$ cat src/rtl/accum_arbiter.sv
// accum_arbiter: round-robin arbiter sharing one AW-bit add/accumulate
// datapath among NREQ requesters, each with a private accumulator context
// and sticky carry flag. Responses come back one cycle after acceptance.
module accum_arbiter #(
  parameter  int unsigned NREQ = 4,
  parameter  int unsigned DW   = 8,
  parameter  int unsigned AW   = 16,
  localparam int unsigned IW   = $clog2(NREQ)
) (
  input  logic                clk,
  input  logic                rst_n,
  input  logic [NREQ-1:0]     req_valid,
  output logic [NREQ-1:0]     req_ready,
  input  logic [2*NREQ-1:0]   req_op,
  input  logic [DW*NREQ-1:0]  req_data,
  output logic                rsp_valid,
  output logic [IW-1:0]       rsp_id,
  output logic [AW-1:0]       rsp_data,
  output logic                rsp_ovf
);

  localparam logic [1:0] OP_ADD  = 2'b00;
  localparam logic [1:0] OP_CLR  = 2'b01;
  localparam logic [1:0] OP_LOAD = 2'b10;

  // Index arithmetic modulo NREQ (NREQ need not be a power of two).
  function automatic logic [IW-1:0] wrap_idx(input logic [IW-1:0] base,
                                             input int unsigned off);
    int unsigned s;
    s = 32'(base) + off;
    if (s >= NREQ) s = s - NREQ;
    return IW'(s);
  endfunction

  logic [IW-1:0]  r_ptr;
  logic [AW-1:0]  r_acc [NREQ];
  logic [NREQ-1:0] r_ovf;
  logic           r_rsp_valid;
  logic [IW-1:0]  r_rsp_id;
  logic [AW-1:0]  r_rsp_data;
  logic           r_rsp_ovf;

  logic [1:0]     w_op_arr   [NREQ];
  logic [DW-1:0]  w_data_arr [NREQ];
  logic           w_found;
  logic           w_accept;
  logic [IW-1:0]  w_gnt_idx;
  logic [AW:0]    w_sum;
  logic [AW-1:0]  w_new_acc;
  logic           w_new_ovf;

  for (genvar gi = 0; gi < NREQ; gi++) begin : g_unpack
    assign w_op_arr[gi]   = req_op[2*gi +: 2];
    assign w_data_arr[gi] = req_data[DW*gi +: DW];
  end

  // Round-robin search: first valid index starting at r_ptr.
  always_comb begin
    w_found   = 1'b0;
    w_gnt_idx = '0;
    for (int unsigned k = 0; k < NREQ; k++) begin
      if (!w_found && req_valid[wrap_idx(r_ptr, k)]) begin
        w_found   = 1'b1;
        w_gnt_idx = wrap_idx(r_ptr, k);
      end
    end
    w_accept = w_found && rst_n;
  end

  // One-hot grant, forced to zero while reset is asserted.
  always_comb begin
    req_ready = '0;
    if (w_accept) req_ready[w_gnt_idx] = 1'b1;
  end

  // Shared adder and operation decode for the granted context.
  always_comb begin
    w_sum     = {1'b0, r_acc[w_gnt_idx]} + {{(AW+1-DW){1'b0}}, w_data_arr[w_gnt_idx]};
    w_new_acc = r_acc[w_gnt_idx];
    w_new_ovf = r_ovf[w_gnt_idx];
    case (w_op_arr[w_gnt_idx])
      OP_ADD: begin
        w_new_acc = w_sum[AW-1:0];
        w_new_ovf = r_ovf[w_gnt_idx] | w_sum[AW];
      end
      OP_CLR: begin
        w_new_acc = '0;
        w_new_ovf = 1'b0;
      end
      OP_LOAD: begin
        w_new_acc = {{(AW-DW){1'b0}}, w_data_arr[w_gnt_idx]};
        w_new_ovf = 1'b0;
      end
      default: ;
    endcase
  end

  // Context update, pointer advance and registered response on the same edge.
  always_ff @(posedge clk) begin
    if (!rst_n) begin
      for (int unsigned i = 0; i < NREQ; i++) r_acc[i] <= '0;
      r_ovf       <= '0;
      r_ptr       <= '0;
      r_rsp_valid <= 1'b0;
      r_rsp_id    <= '0;
      r_rsp_data  <= '0;
      r_rsp_ovf   <= 1'b0;
    end else begin
      r_rsp_valid <= w_accept;
      if (w_accept) begin
        r_acc[w_gnt_idx] <= w_new_acc;
        r_ovf[w_gnt_idx] <= w_new_ovf;
        r_ptr            <= wrap_idx(w_gnt_idx, 1);
        r_rsp_id         <= w_gnt_idx;
        r_rsp_data       <= w_new_acc;
        r_rsp_ovf        <= w_new_ovf;
      end
    end
  end

  assign rsp_valid = r_rsp_valid;
  assign rsp_id    = r_rsp_id;
  assign rsp_data  = r_rsp_data;
  assign rsp_ovf   = r_rsp_ovf;

endmodule

$ cat config.mk
export PLATFORM = sky130hd
export DESIGN_NAME = accum_arbiter
export DESIGN_NICKNAME = d
export VERILOG_FILES = /design/src/rtl/accum_arbiter.sv
export SDC_FILE = /design/constraint.sdc
export NUM_CORES = 1
export LEC_CHECK = 0
export CAP_MARGIN = 0
export CORE_AREA = 2 2 119 121
export DETAILED_ROUTE_END_ITERATION = 7
export DIE_AREA = 0 0 121 123
export DONT_BUFFER_PORTS = 1
export GPL_ROUTABILITY_DRIVEN = 1
export GPL_TIMING_DRIVEN = 0
export PLACE_DENSITY = 0.63
export SLEW_MARGIN = 0
export SYNTH_ARGS = -nofsm -noshare
export SYNTH_HDL_FRONTEND = slang
export SYNTH_SLANG_ARGS = --single-unit
export TNS_END_PERCENT = 30
$ cat constraint.sdc
create_clock -name clk -period 5.2 [get_ports clk]
set_clock_uncertainty 0.15 [all_clocks]
set_input_delay 0.52 -clock clk [delete_from_list [all_inputs] [get_ports clk]]
set_output_delay 0.52 -clock clk [all_outputs]
set_load 0.01 [all_outputs]
Yosys cells after proc, flatten, opt, wreduce, memory -nomap -nowiden
Memory sizes are Yosys's and may differ from the RTL's.
Index checks and enable logic that the tools add are counted.
{"block": "classes", "n_addsub": 10, "reduce_logical": 11, "n_bitwise": 2, "eq_ne": 2, "order_cmp": 12, "mux": 42}
{"operator": "case mux 16 bit (3 select lines)", "n": 1}
{"operator": "2-to-1 mux 2 bit", "n": 12}
{"operator": "adder 16 x 8 -> 17 bit", "n": 1}
{"operator": "binary-select mux 8 bit (select 2 bit)", "n": 1}
{"operator": "2-to-1 mux 16 bit", "n": 1}
{"operator": "2-to-1 mux 8 bit", "n": 2}
{"operator": "OR reduction 16 bit", "n": 1}
{"operator": "greater-or-equal comparator 3 bit, second input constant", "n": 5}
{"operator": "less-than comparator 2 x 3 -> 1 bit, second input constant", "n": 5}
{"operator": "2-to-1 mux 1 bit", "n": 15}
{"operator": "binary-select mux 1 bit (select 2 bit)", "n": 5}
{"operator": "subtractor 2 x 1 -> 2 bit, second input constant", "n": 5}
{"operator": "adder 2 x 1 -> 3 bit, second input constant", "n": 2}
{"operator": "adder 2 x 2 -> 3 bit, second input constant", "n": 2}
{"operator": "logical AND 1 bit", "n": 5}
{"operator": "binary-select mux 2 bit (select 2 bit)", "n": 1}
{"operator": "bitwise mux 4 bit", "n": 1}
{"operator": "2-to-1 mux 4 bit", "n": 1}
{"operator": "greater-or-equal comparator 2 x 3 -> 1 bit, second input constant", "n": 1}
{"operator": "logical NOT 1 bit", "n": 3}
{"operator": "inverter 2 -> 3 bit", "n": 1}
{"operator": "demux 1 bit (select 2 bit)", "n": 1}
{"operator": "== test 2 x 1 -> 1 bit, second input constant", "n": 1}
{"operator": "== test 2 bit, second input constant", "n": 1}
{"operator": "other kinds (5)", "n": 5}
{"block": "word_totals", "in_bits": 46, "ramBits": 64, "ff_bits": 26, "mem_count": 1}
{"name": "r_acc", "depth": 4, "word_bits": 16, "read_ports": 1, "rd_clocked_by_memory_dff": 0, "write_ports": 4, "line": "36", "source": "logic [AW-1:0] r_acc [NREQ];"}

Depth between registers and ports, before layout
{"block": "depth", "ltp_word": 22, "ltp_mapped": 21, "ltp_nobuf": 18}

Least setup slack after synthesis
No wires, ideal clock.
{"block": "synth_path", "path_kind": "input-to-reg", "from": "in req_valid[2]", "to": "mem r_acc[1][12], data pin", "setup_ps": 141, "stages": 21, "setup_slack_ps": 496, "t_arrival_ps": 4413, "required_time_ps": 4909, "path_cell_list": "nor2b_1 -> buf_6 -> nor4b_4 -> nor2_1 -> clkinv_1 -> buf_2 -> buf_2 -> buf_2 -> nand2_1 -> a31oi_1 -> ha_1 -> inv_1 -> fa_1 -> nor2b_1 -> o21ai_0 -> a21boi_0 -> o31a_1 -> nand4_1 -> or4b_1 -> o211a_2 -> nor2_1"}
{"item": "start, declared", "line": "12", "source": "input logic [NREQ-1:0] req_valid,"}
{"item": "end, declared", "line": "36"}

==> summary.md <==
| Metric | Value |
|---|---|
| Status | finished clean |
| Worst setup margin | 0.1651 ns |
| Total CTS buffers | 9 |
| Worst Reg-to-Reg Cells | 23 |
| Count leader, synth | nand2_1 |
| CTS Buffer Depth | 2 |
| Clock Power Share | 20.6% |
| Initial DRC count | 450 |
| Vias per Instance | 5.982 |
| Yosys top cell by area | edfxtp_1 |
| Worst vdd ir | 0.1575 mV |
| Met3 wire len | 1445 um |
| Worst min path class | in2reg |
| Clock sinks | 90 |
| Setup violators final | 0 |
| Die width | 121 um |
| Async set-reset flop share out of synthesis | 0% |
| Mean Syn Cell Area | 9.357 um2 |
| Final Cycle Share | between 90 and 100% |
| WHS Path Cells | 2 |
| Overflow after GRT | 0 |
| FP Rows | 43 |
| Number of enable flip-flop cells after synthesis | 64 |
| Die height | 123 um |
| Final ANT Viol Nets | 0 |
| Largest net degree at the start of global routing | 17 |
| H-tree depth | 3 |
| Final GP Congestion | 0.8998 |
| Critical Path AT | 4.95 ns |
| Max Fclk | between 150 and 200 MHz |
| Top_reg_cell synth | edfxtp_1 |
| CTS root buf | clkbuf_16 |
| Clock latency on the worst-skew pair | 0.35 ns |
| First-pass GRT wire length | between 20,000 and 25,000 um |
| Flop pwr share | 33.3% |
| Final non-filler cell total | 770 |
| Worst slew margin | 43.50% |
| Cell area after synthesis | 5296 um2 |
| Setup_tns | 0 ns |
| Synth area leaders | edfxtp_1, dfxtp_1, nand2_1, nor2_1, and3_1 |
| Reg clk slew, reported paths | 0.07 ns |
| Syn Nets | 625 |
| Met1 Wirelength | between 6000 and 7000 um |
| Area Overhead vs Synth | 12.69% |
| Core box area | 13,610 um2 |
| Final Critical Period | 5.035 ns |
| Total track usage | approximately 22% |
| Number of diodes | 0 |
| WP data required | 5.12 ns |
| Routed vias | approximately 4,600 |
| Layout cells sized above 1 | 13.90% |
| Synth top cells by count | nand2_1, edfxtp_1, nor2_1 |
| Max cap viols | 0 |
| Switching share of power | about two fifths |
| Sequential area share after synthesis | a little under half |
| WS Path Type | reg2reg |
| # nets final | ~640 |
| Pre-antenna DRT Iters | 5 |
| Post-route worst hold slack | 0.1601 ns |
| Pins Over Slew Limit | 0 |
| CTS tree | done |
| Leak pwr | between 0.002 and 0.0025 uW |
| DRC Markers | 0 |
| Buffers added on ports | 0 |
| PwrDens | 515.3 nW/um2 |
| Placed insts | 747 |
| Gate power share | 46.1% |
| Pwr Total | 3076 uW |
| CP Launch Type | register |
| Slew @ Worst Pin | approximately 0.85 ns |
| Hold-fix buffers at CTS | 0 |
| Final hold viol count | 0 |
| Highest metal used | met4 |
| Synth Instances | between 500 and 600 |
| Pint | 1820 uW |
| WL/cell | between 20 and 25 um |
| Die area | 14,880 um2 |
| Synth top area share | a little over a third |
| Antenna violations before repair | 0 |
| Critical Path Fanout Max | 11 |
| Routed wl met2 | 7280 um |
| DPL Wire Length | 11,250 um |
| Effective utilization at floorplan | 38.91% |
| Distinct cell type count after synthesis | 64 |
| Register bit count reported by yosys | 90 |
| Synth Warn # | 0 |
| Switching pwr | 1255 uW |
| Routed Wire Length | approximately 16,000 um |
| Vias in the first global route | 4,480 |
| Place WS | -0.7817 ns |
| Crit. End Element | register |
| I/O pin count | 70 |
## cell usage in the layout (no fill, tap or decap), types with 8 or more instances in the layout
cell	synthesis	layout
edfxtp_1	64	64
o21ai_1	9	10
clkbuf_16	0	9
and3_1	25	25
a22oi_1	8	8
o21ai_0	23	21
nor4_1	12	11
dfxtp_1	26	25
nor2b_1	13	12
buf_4	2	16
nand2_1	83	83
a21oi_1	14	13
ha_1	12	11
inv_1	12	12
nand3_1	26	26
nor3_1	12	11
nor2_1	63	62
nor3b_1	8	8
a31oi_1	12	10
a211oi_1	17	17
clkbuf_1	20	19
## final timing paths
path / startpoint / to / slack [ns]
worst max-delay path: r_ptr[0] / r_acc[1][12] / 0.17
worst min-delay path: rst_n / rsp_data[10] / 0.16
worst max register to register: r_ptr[0] / r_acc[1][12] / 0.17
worst min register to register: r_ovf[2] / r_ovf[2] / 0.31
## area by class of cell
class                   count  area [um2]
fillers                  1325        7644
multi-input cells         424        2690
flip-flops and latches     90        2444
clock buffers              12       236.5
well taps                 180       225.2
plain buffers              35       183.9
repair buffers             11       90.09
inverters                  14       56.30
clock inverters             4       42.54
## logic make-up (layout without fill, tap and decap cells)
family	Yosys count	count (layout)	share of synthesized area, %
fa+ha+maj	13	13	3.213
simple gates	266	266	24.76
flops	90	90	46.11
compound gates	125	125	17.62
xor+xnor	7	7	1.299
buf+inv	52	76	4.394
mux	13	13	2.599
## per-stage QoR
step,util [%],area [um2]
after floorplan,-,5296
after global placement,40.56,5522
after detailed placement,40.70,5540
after CTS,43.09,5866
after global routing,43.85,5968
final,43.85,5968
## critical path, cell delays in order, from the launching register on
cell	delay, ns
dfxtp_2	0.38
nor2b_1	0.07
buf_6	0.14
a211o_1	0.26
buf_2	0.19
nand2_8	0.14
inv_2	0.06
buf_6	0.15
clkbuf_4	0.21
buf_4	0.22
a31oi_2	0.18
ha_2	0.24
inv_1	0.06
fa_1	0.37
nor2b_1	0.17
o21ai_0	0.16
a21boi_2	0.21
o31a_1	0.25
nand4_1	0.30
buf_4	0.24
buf_4	0.13
nor2b_1	0.15
o211a_2	0.26
nor2_1	0.06
## layer usage
layer  vias up  GRT usage [%]
met2       233          34.97
met3        27          4.151
met4         0          8.358
li1       2124              -
met5         -              0
met1      2222          28.78
## power by group through the flow
stage / clock (uW) / sequential (uW) / combinational, uW
3_5_place_dp: 0 / 1040 / 1310
2_1_floorplan: 0 / 1010 / 953
6_report: 635 / 1020 / 1420
5_1_grt: 670 / 1040 / 1530
4_1_cts: 634 / 1020 / 1330
3_3_place_gp: 0 / 1030 / 1260
## timing repair
action / 4_1_cts / 5_1_grt
endpoints found under the setup margin: 42 / 36
gates cloned: 0 / 0
pin swaps: 2 / 2
resized for setup: 7 / 21
hold endpoints to repair: 0 / 0
buffers inserted: 4 / 6
## sequential cells by signal, indices dropped and copies added, names as in the netlist
| register | flops |
|---|---|
| rsp_ovf | 1 |
| rsp_valid | 1 |
| rsp_id | 2 |
| rsp_data | 16 |
| r_ovf | 4 |
| r_acc | 64 |
| r_ptr | 2 |
Note: power is estimated with default switching activity, not from simulation.
